--- src/rtl/fp8_operand_sequencer.sv ---
// Feeds the FP8 adder: collects operand A then B from a byte stream, waits out
// the adder pipeline (or resolves infinities locally), then hands back one result.
module fp8_operand_sequencer #(
  parameter int LATENCY = 4,
  parameter int CNT_W   = 4
) (
  input  logic       clk_i,
  input  logic       rst_ni,
  input  logic [7:0] in_data_i,
  input  logic       in_valid_i,
  output logic       in_ready_o,
  output logic [7:0] op_a_o,
  output logic [7:0] op_b_o,
  input  logic [7:0] adder_result_i,
  output logic [7:0] out_data_o,
  output logic       out_valid_o,
  input  logic       out_ready_i,
  output logic       bypass_o,
  output logic       busy_o
);

  typedef enum logic [1:0] {GET_A, GET_B, WAIT, DONE} state_e;

  localparam logic [CNT_W-1:0] CNT_LAST = CNT_W'(LATENCY - 1);

  state_e           state_q, state_d;
  logic [CNT_W-1:0] cnt_q, cnt_d;
  logic [7:0]       op_a_q, op_a_d, op_b_q, op_b_d;
  logic [7:0]       out_data_q, out_data_d;
  logic             out_valid_q, out_valid_d;
  logic             bypass_q, bypass_d;
  logic             a_inf, b_inf;
  logic [7:0]       byp_val;

  // A is already latched when B arrives, so B is checked straight off the bus.
  always_comb begin
    a_inf = (op_a_q[6:3] == 4'hF);
    b_inf = (in_data_i[6:3] == 4'hF);
    if (a_inf && b_inf)
      byp_val = (op_a_q[7] == in_data_i[7]) ? {op_a_q[7], 4'hF, 3'b000} : 8'h00;
    else if (a_inf)
      byp_val = {op_a_q[7], 4'hF, 3'b000};
    else
      byp_val = {in_data_i[7], 4'hF, 3'b000};
  end

  always_comb begin
    state_d     = state_q;
    cnt_d       = cnt_q;
    op_a_d      = op_a_q;
    op_b_d      = op_b_q;
    out_data_d  = out_data_q;
    out_valid_d = out_valid_q;
    bypass_d    = bypass_q;
    case (state_q)
      GET_A: if (in_valid_i) begin
        op_a_d  = in_data_i;
        state_d = GET_B;
      end
      GET_B: if (in_valid_i) begin
        op_b_d = in_data_i;
        if (a_inf || b_inf) begin
          out_data_d = byp_val;
          bypass_d   = 1'b1;
          state_d    = DONE;
        end else begin
          cnt_d   = '0;
          state_d = WAIT;
        end
      end
      WAIT: begin
        if (cnt_q == CNT_LAST) begin
          out_data_d = adder_result_i;
          bypass_d   = 1'b0;
          state_d    = DONE;
        end else if (cnt_q != '1) begin
          cnt_d = cnt_q + CNT_W'(1);
        end
      end
      DONE: begin
        // out_valid rises on the first edge spent in DONE, data is already stable
        if (!out_valid_q) begin
          out_valid_d = 1'b1;
        end else if (out_ready_i) begin
          out_valid_d = 1'b0;
          state_d     = GET_A;
        end
      end
      default: state_d = GET_A;
    endcase
  end

  always_ff @(posedge clk_i) begin
    if (!rst_ni) begin
      state_q     <= GET_A;
      cnt_q       <= '0;
      op_a_q      <= 8'h00;
      op_b_q      <= 8'h00;
      out_data_q  <= 8'h00;
      out_valid_q <= 1'b0;
      bypass_q    <= 1'b0;
    end else begin
      state_q     <= state_d;
      cnt_q       <= cnt_d;
      op_a_q      <= op_a_d;
      op_b_q      <= op_b_d;
      out_data_q  <= out_data_d;
      out_valid_q <= out_valid_d;
      bypass_q    <= bypass_d;
    end
  end

  assign in_ready_o  = (state_q == GET_A) || (state_q == GET_B);
  assign busy_o      = (state_q != GET_A);
  assign op_a_o      = op_a_q;
  assign op_b_o      = op_b_q;
  assign out_data_o  = out_data_q;
  assign out_valid_o = out_valid_q;
  assign bypass_o    = bypass_q;

endmodule
--- config.mk ---
export PLATFORM = sky130hd
export DESIGN_NAME = fp8_operand_sequencer
export DESIGN_NICKNAME = d
export VERILOG_FILES = /design/src/rtl/fp8_operand_sequencer.sv
export SDC_FILE = /design/constraint.sdc
export NUM_CORES = 1
export LEC_CHECK = 0
export BUFFER_PORTS_ARGS = -buffer_cell sky130_fd_sc_hd__clkbuf_2
export CORE_ASPECT_RATIO = 0.9
export CORE_MARGIN = 3
export CORE_UTILIZATION = 52
export CTS_BUF_LIST = sky130_fd_sc_hd__clkbuf_8
export DETAILED_ROUTE_END_ITERATION = 16
export GPL_TIMING_DRIVEN = 0
export MAX_ROUTING_LAYER = met4
export PLACE_DENSITY = 0.81
export SLEW_MARGIN = 30
export SYNTH_ARGS = -nofsm -noshare
export SYNTH_HDL_FRONTEND = slang
export SYNTH_SLANG_ARGS = --single-unit
--- constraint.sdc ---
create_clock -name clk_i -period 2.12 [get_ports clk_i]
set_clock_uncertainty 0.15 [all_clocks]
set_input_delay 0.424 -clock clk_i [delete_from_list [all_inputs] [get_ports clk_i]]
set_output_delay 0.424 -clock clk_i [all_outputs]
set_load 0.01 [all_outputs]
[Word level (Yosys, flattened, before mapping)]
Cells that the tools add are included.
Cells by class
  bitwise logic cells: 0
  add/subtract/negate cells: 1
  magnitude comparators: 0
  equality and inequality tests: 17
  shift operators: 0
  mux-type cells: 25
  div/mod/pow operators: 0
  reduce and logical (&&, ||, !) cells: 11
  multiply operators: 0
Operator list (number)
  two-way mux 8 bit: 6
  != test 2 bit (second input constant): 9
  two-way mux 4 bit: 4
  one-hot mux 8 bit (2 select lines): 1
  two-way mux 2 bit: 5
  AND reduction 5 bit: 2
  == test 4 bit (second input constant): 2
  one-hot mux 2 bit (4 select lines): 1
  one-hot mux 4 bit (2 select lines): 1
  two-way mux 1 bit: 6
  adder 4 x 1 -> 4 bit (second input constant): 1
  == test 2 bit (second input constant): 2
  == test 4 x 2 -> 1 bit (second input constant): 1
  != test 4 bit (second input constant): 1
  AND reduction 2 bit: 2
  AND reduction 4 bit: 1
  nonzero test 2 bit: 2
  == test 2 x 1 -> 1 bit (second input constant): 1
  logical NOT 2 bit: 1
  logical OR 1 bit: 2
  one-hot mux 1 bit (2 select lines): 1
  == test 1 bit: 1
  logical AND 1 bit: 1
Storage, ports and cells
  input port bits: 20
  word-level logic and storage cells: 61
  latch bits: 0
  memory bits (read-only): 0
  register bits after elaboration: 32
  RAM bits: 0
  output and inout port bits: 28
  memories kept: 0

[Longest topological paths before layout]
  depth in word-level cells: 6
  mapped depth: 7
  depth with buffers taken out: 6

[Least setup slack after synthesis]
OpenSTA, ideal clock, no wires.
  path kind: flip-flop to flip-flop
  from: register cnt_q[0]
  to: register state_q[0]
  data required time: 1875 ps
  path buffers: 0
  period minus slack after synthesis: 1960 ps
  data arrival time: 1714 ps
  stages on the path, launching flop included: 6
  setup time: 95 ps
  slack: 160 ps
  cells stage by stage: dfxtp_1 -> ha_1 -> or3b_4 -> a2111oi_4 -> o21ai_1 -> a221oi_1
Between the ends
  longest elaborated chain between the ends: 3
Ends and longest elaborated chain
  from (decl): RTL line 27  | logic [CNT_W-1:0] cnt_q, cnt_d;
  from (signal assigned): RTL line 104  | cnt_q <= cnt_d;
  == test 4 x 2 -> 1 bit: RTL line 72  | if (cnt_q == CNT_LAST) begin
  != test 2 bit (no source line)
  AND reduction 5 bit (no source line)
  to (signal assigned): RTL line 103  | state_q <= state_d;
  to (decl): RTL line 26  | state_e state_q, state_d;
No other way between the ends.
A chain may end at the register's enable or synchronous reset.

[Worst setup path after layout]
  from: register state_q[1]
  to: output in_ready_o
Between the ends
  longest elaborated chain between the ends: 2
  elaborated cells on any way between the ends: 3
  classes of those cells: eq/ne: 1; reduce/logical: 2
Ends and longest elaborated chain
  == test 2 x 1 -> 1 bit or logical NOT 2 bit (tied branches): RTL line 113  | assign in_ready_o = (state_q == GET_A) || (state_q == GET_B);
  logical OR 1 bit (*): RTL line 113
  to (decl): RTL line 11  | output logic in_ready_o,
Every way passes the cells marked *; elsewhere a longest branch is shown, timed or not.

==> impl_metrics.yaml <==
clock_tree:
  cts_buffer_depth: 2
  htreeDepth: 2
  clkTransAtPathRegs_ps: 70
  cts_buffers: 5
  hold_buffers: 0
  clock_latency_ps: 280
  cts_tree: "done"
  ctsRootBufferMaster: "clkbuf_8"
  numClockSinks: 32
global_route:
  antenna_found_initial: 0
  grt_use_total: 0.220
  grt_pass1_vias: 1419
  grt_max_degree: 13
  grt_pass1_wl_mm: 6.30
  grt-ovfl-total: 0
place:
  gp_congestion: 0.897
  dpl.hpwl_mm: 2.77
  io_buffer_count: 47
  dp.cells: 272
setup_path:
  worstPathMaxFanout: 10
  r2r-end: "state_q[1]"
  critical_path_class: "flop to primary output"
  worstSetupStartpointType: "flop"
  cp.arrival_ps: 1530
  cp_data_required_time_ps: 1550
  r2r_slack_ps: 40
  r2r.worst_path.cells: 6
  critPathLaunch: "state_q[1]"
  end_kind: "primary output"
  rr_startpoint: "cnt_q[1]"
yosys:
  syn_avg_cell_area_sq_um: 8.29
  yosys.area.top_type: "dfxtp_1"
  synthMostInstantiatedCell: "dfxtp_1"
  synth_area_sq_um: 1530
  synth.area.top_cells: "dfxtp_1 42%, nand3_1 8.2%, a21oi_1 7.8%"
  synth-seq-area-share: 0.418
  yosysWarningCount: 0
  synth_nets: 212
  syn_inst: 185
  synth_seq_cells: 32
  yosys-top-cells-count: "32 x dfxtp_1, 26 x nand2_1, 25 x nand3_1, 24 x a21oi_1"
  ys_async_sr_fraction: 0
  synth_ff_type: "dfxtp_1"
  synth_edf_count: 0
  ys_types: 36
  synth_top_cell_area_share: 0.418
power_and_ir_drop:
  power_mw: 2.21
  power_density_nw_per_um2: 1130
  leakagePower_nw: 0.811
  worst_ir_drop_vdd_mv: 0.844
route:
  drt_iter0_markers: 119
  via_per_inst: 5.60
  dr.pass1.iters: 4
  wl_mm: 3.78
  vias: 1562
  ant_nets: 0
  wl_per_cell_um: 13.5
  drcViolationCount: 0
min_path:
  hold_path_end: "out_valid_o"
  min_delay_path_depth: 2
  min_from: "out_ready_i"
  hold_path.class: "input pin to flop"
sta:
  setup_viol: 0
  slew_headroom: 0.642
  grt_setup_unrepaired: "true"
  maxSlewViolCount: 0
  fin_crit_sh: 0.990
  worst_pin_slew_ps: 532
  fmax_mhz: 476
  finalHoldViolations: 0
  fin_crit_ps: 2100
floorplan:
  die_w_um: 63.3
  core_area_sq_um: 2770
  start_util: 0.554
  boundaryPins: 48
  rows: 18
  dieArea_sq_um: 3640
  die_y_um: 57.5
cells_and_area:
  area_delta_synth_final_pct: 27.6
  layout-drive-gt1-share: 0.305
  n_antenna_cell: 0
  fillerInstances: 232
  nNetsFinal: 265
  fin_cells: 279
job:
  max_cap_viol_count: 0
run_status:
  status: "completed"
registers in the layout, indices dropped and copies added, names as in the netlist:
register,cells
op_b_o,8
cnt_q,4
op_a_o,8
out_data_o,8
state_q,2
bypass_o,1
out_valid_o,1
power by group:
group | leakage [nW] | total [mW] | internal [mW] | switching [mW]
registers | 0.261 | 0.774 | 0.702 | 0.0718
logic | 0.499 | 0.961 | 0.395 | 0.566
clock network | 0.0510 | 0.477 | 0.259 | 0.218
total | 0.811 | 2.21 | 1.36 | 0.856
through the flow:
stage	cell area, sq um	setup slack (ps)	setup TNS [ps]	utilization	hold WS (ps)
3_5_place_dp	1820	-62.7	-317	0.657	299
6_report	1960	21.0	0	0.706	205
5_1_grt	1960	-34.0	-65.3	0.706	224
4_1_cts	1920	19.9	0	0.694	207
3_3_place_gp	1820	-50.3	-259	0.657	294
2_1_floorplan	1530	160	0	-	316
logic make-up (layout without fill, tap and decap cells):
group                    count (synthesis)  after routing  synth area share
buffers and inverters                   14             68            0.0343
adder cells (fa/ha/maj)                  7              7            0.0571
XOR/XNOR                                 1              1           0.00571
AND/OR/NAND/NOR                         79             79             0.260
multiplexers                             2              2            0.0131
AO/OA/AOI/OAI                           50             50             0.212
flip-flops                              32             32             0.418
routing by layer:
layer / track usage / vias to the layer above / wire (um)
met1: 0.299 / 698 / 1810
met4: 0.0738 / 0 / 74
met3: 0.0551 / 13 / 270
met5: - / - / 0
li1: - / 779 / -
met2: 0.320 / 72 / 1620
worst max-delay path by stage:
stage | endpoint | depth (start not counted)
finish | in_ready_o | 5
global placement | out_data_o[4] | 7
floorplan | state_q[0] | 5
detailed placement | cnt_q[2] | 6
global route | in_ready_o | 5
CTS | state_q[0] | 5
cells in the final DEF, fill, tap and decap left out, types with 2 or more instances in the layout:
cell type / instances
nor3_1: 2
nand2_1: 26
nand4_1: 7
and4_1: 2
and3_1: 6
nand3_1: 25
inv_1: 3
buf_1: 2
ha_1: 4
dfxtp_2: 2
a21oi_1: 24
o211ai_1: 4
a21boi_0: 2
a32o_1: 2
clkbuf_2: 48
o21ai_0: 7
clkbuf_1: 3
dfxtp_1: 30
clkinv_2: 2
clkbuf_8: 7
ha_2: 2
nor2_1: 3
nor2b_1: 2
critical path, stage by stage (launching register included):
cell,delay [ps]
dfxtp_2,370
inv_1,80
ha_2,230
clkbuf_8,170
or2_2,270
clkbuf_2,130
area by class of cell:
| type | instances | area, sq um | share of cell area |
|---|---|---|---|
| Clock buffer | 6 | 82.6 | 0.0422 |
| Inverter | 4 | 15.0 | 0.00767 |
| Clock inverter | 2 | 10.0 | 0.00512 |
| Sequential cell | 32 | 643 | 0.329 |
| Tap cell | 40 | 50.0 | 0.0256 |
| Multi-Input combinational cell | 139 | 871 | 0.445 |
| Timing Repair Buffer | 48 | 243 | 0.124 |
| Buffer | 8 | 42.5 | 0.0217 |
what timing repair did:
item,CTS,global route
buffers inserted,0,1
resized for setup,7,8
hold endpoints to repair,0,0
setup endpoints to repair,8,11
pin swaps,1,1
(Power assumes the default switching activity.)
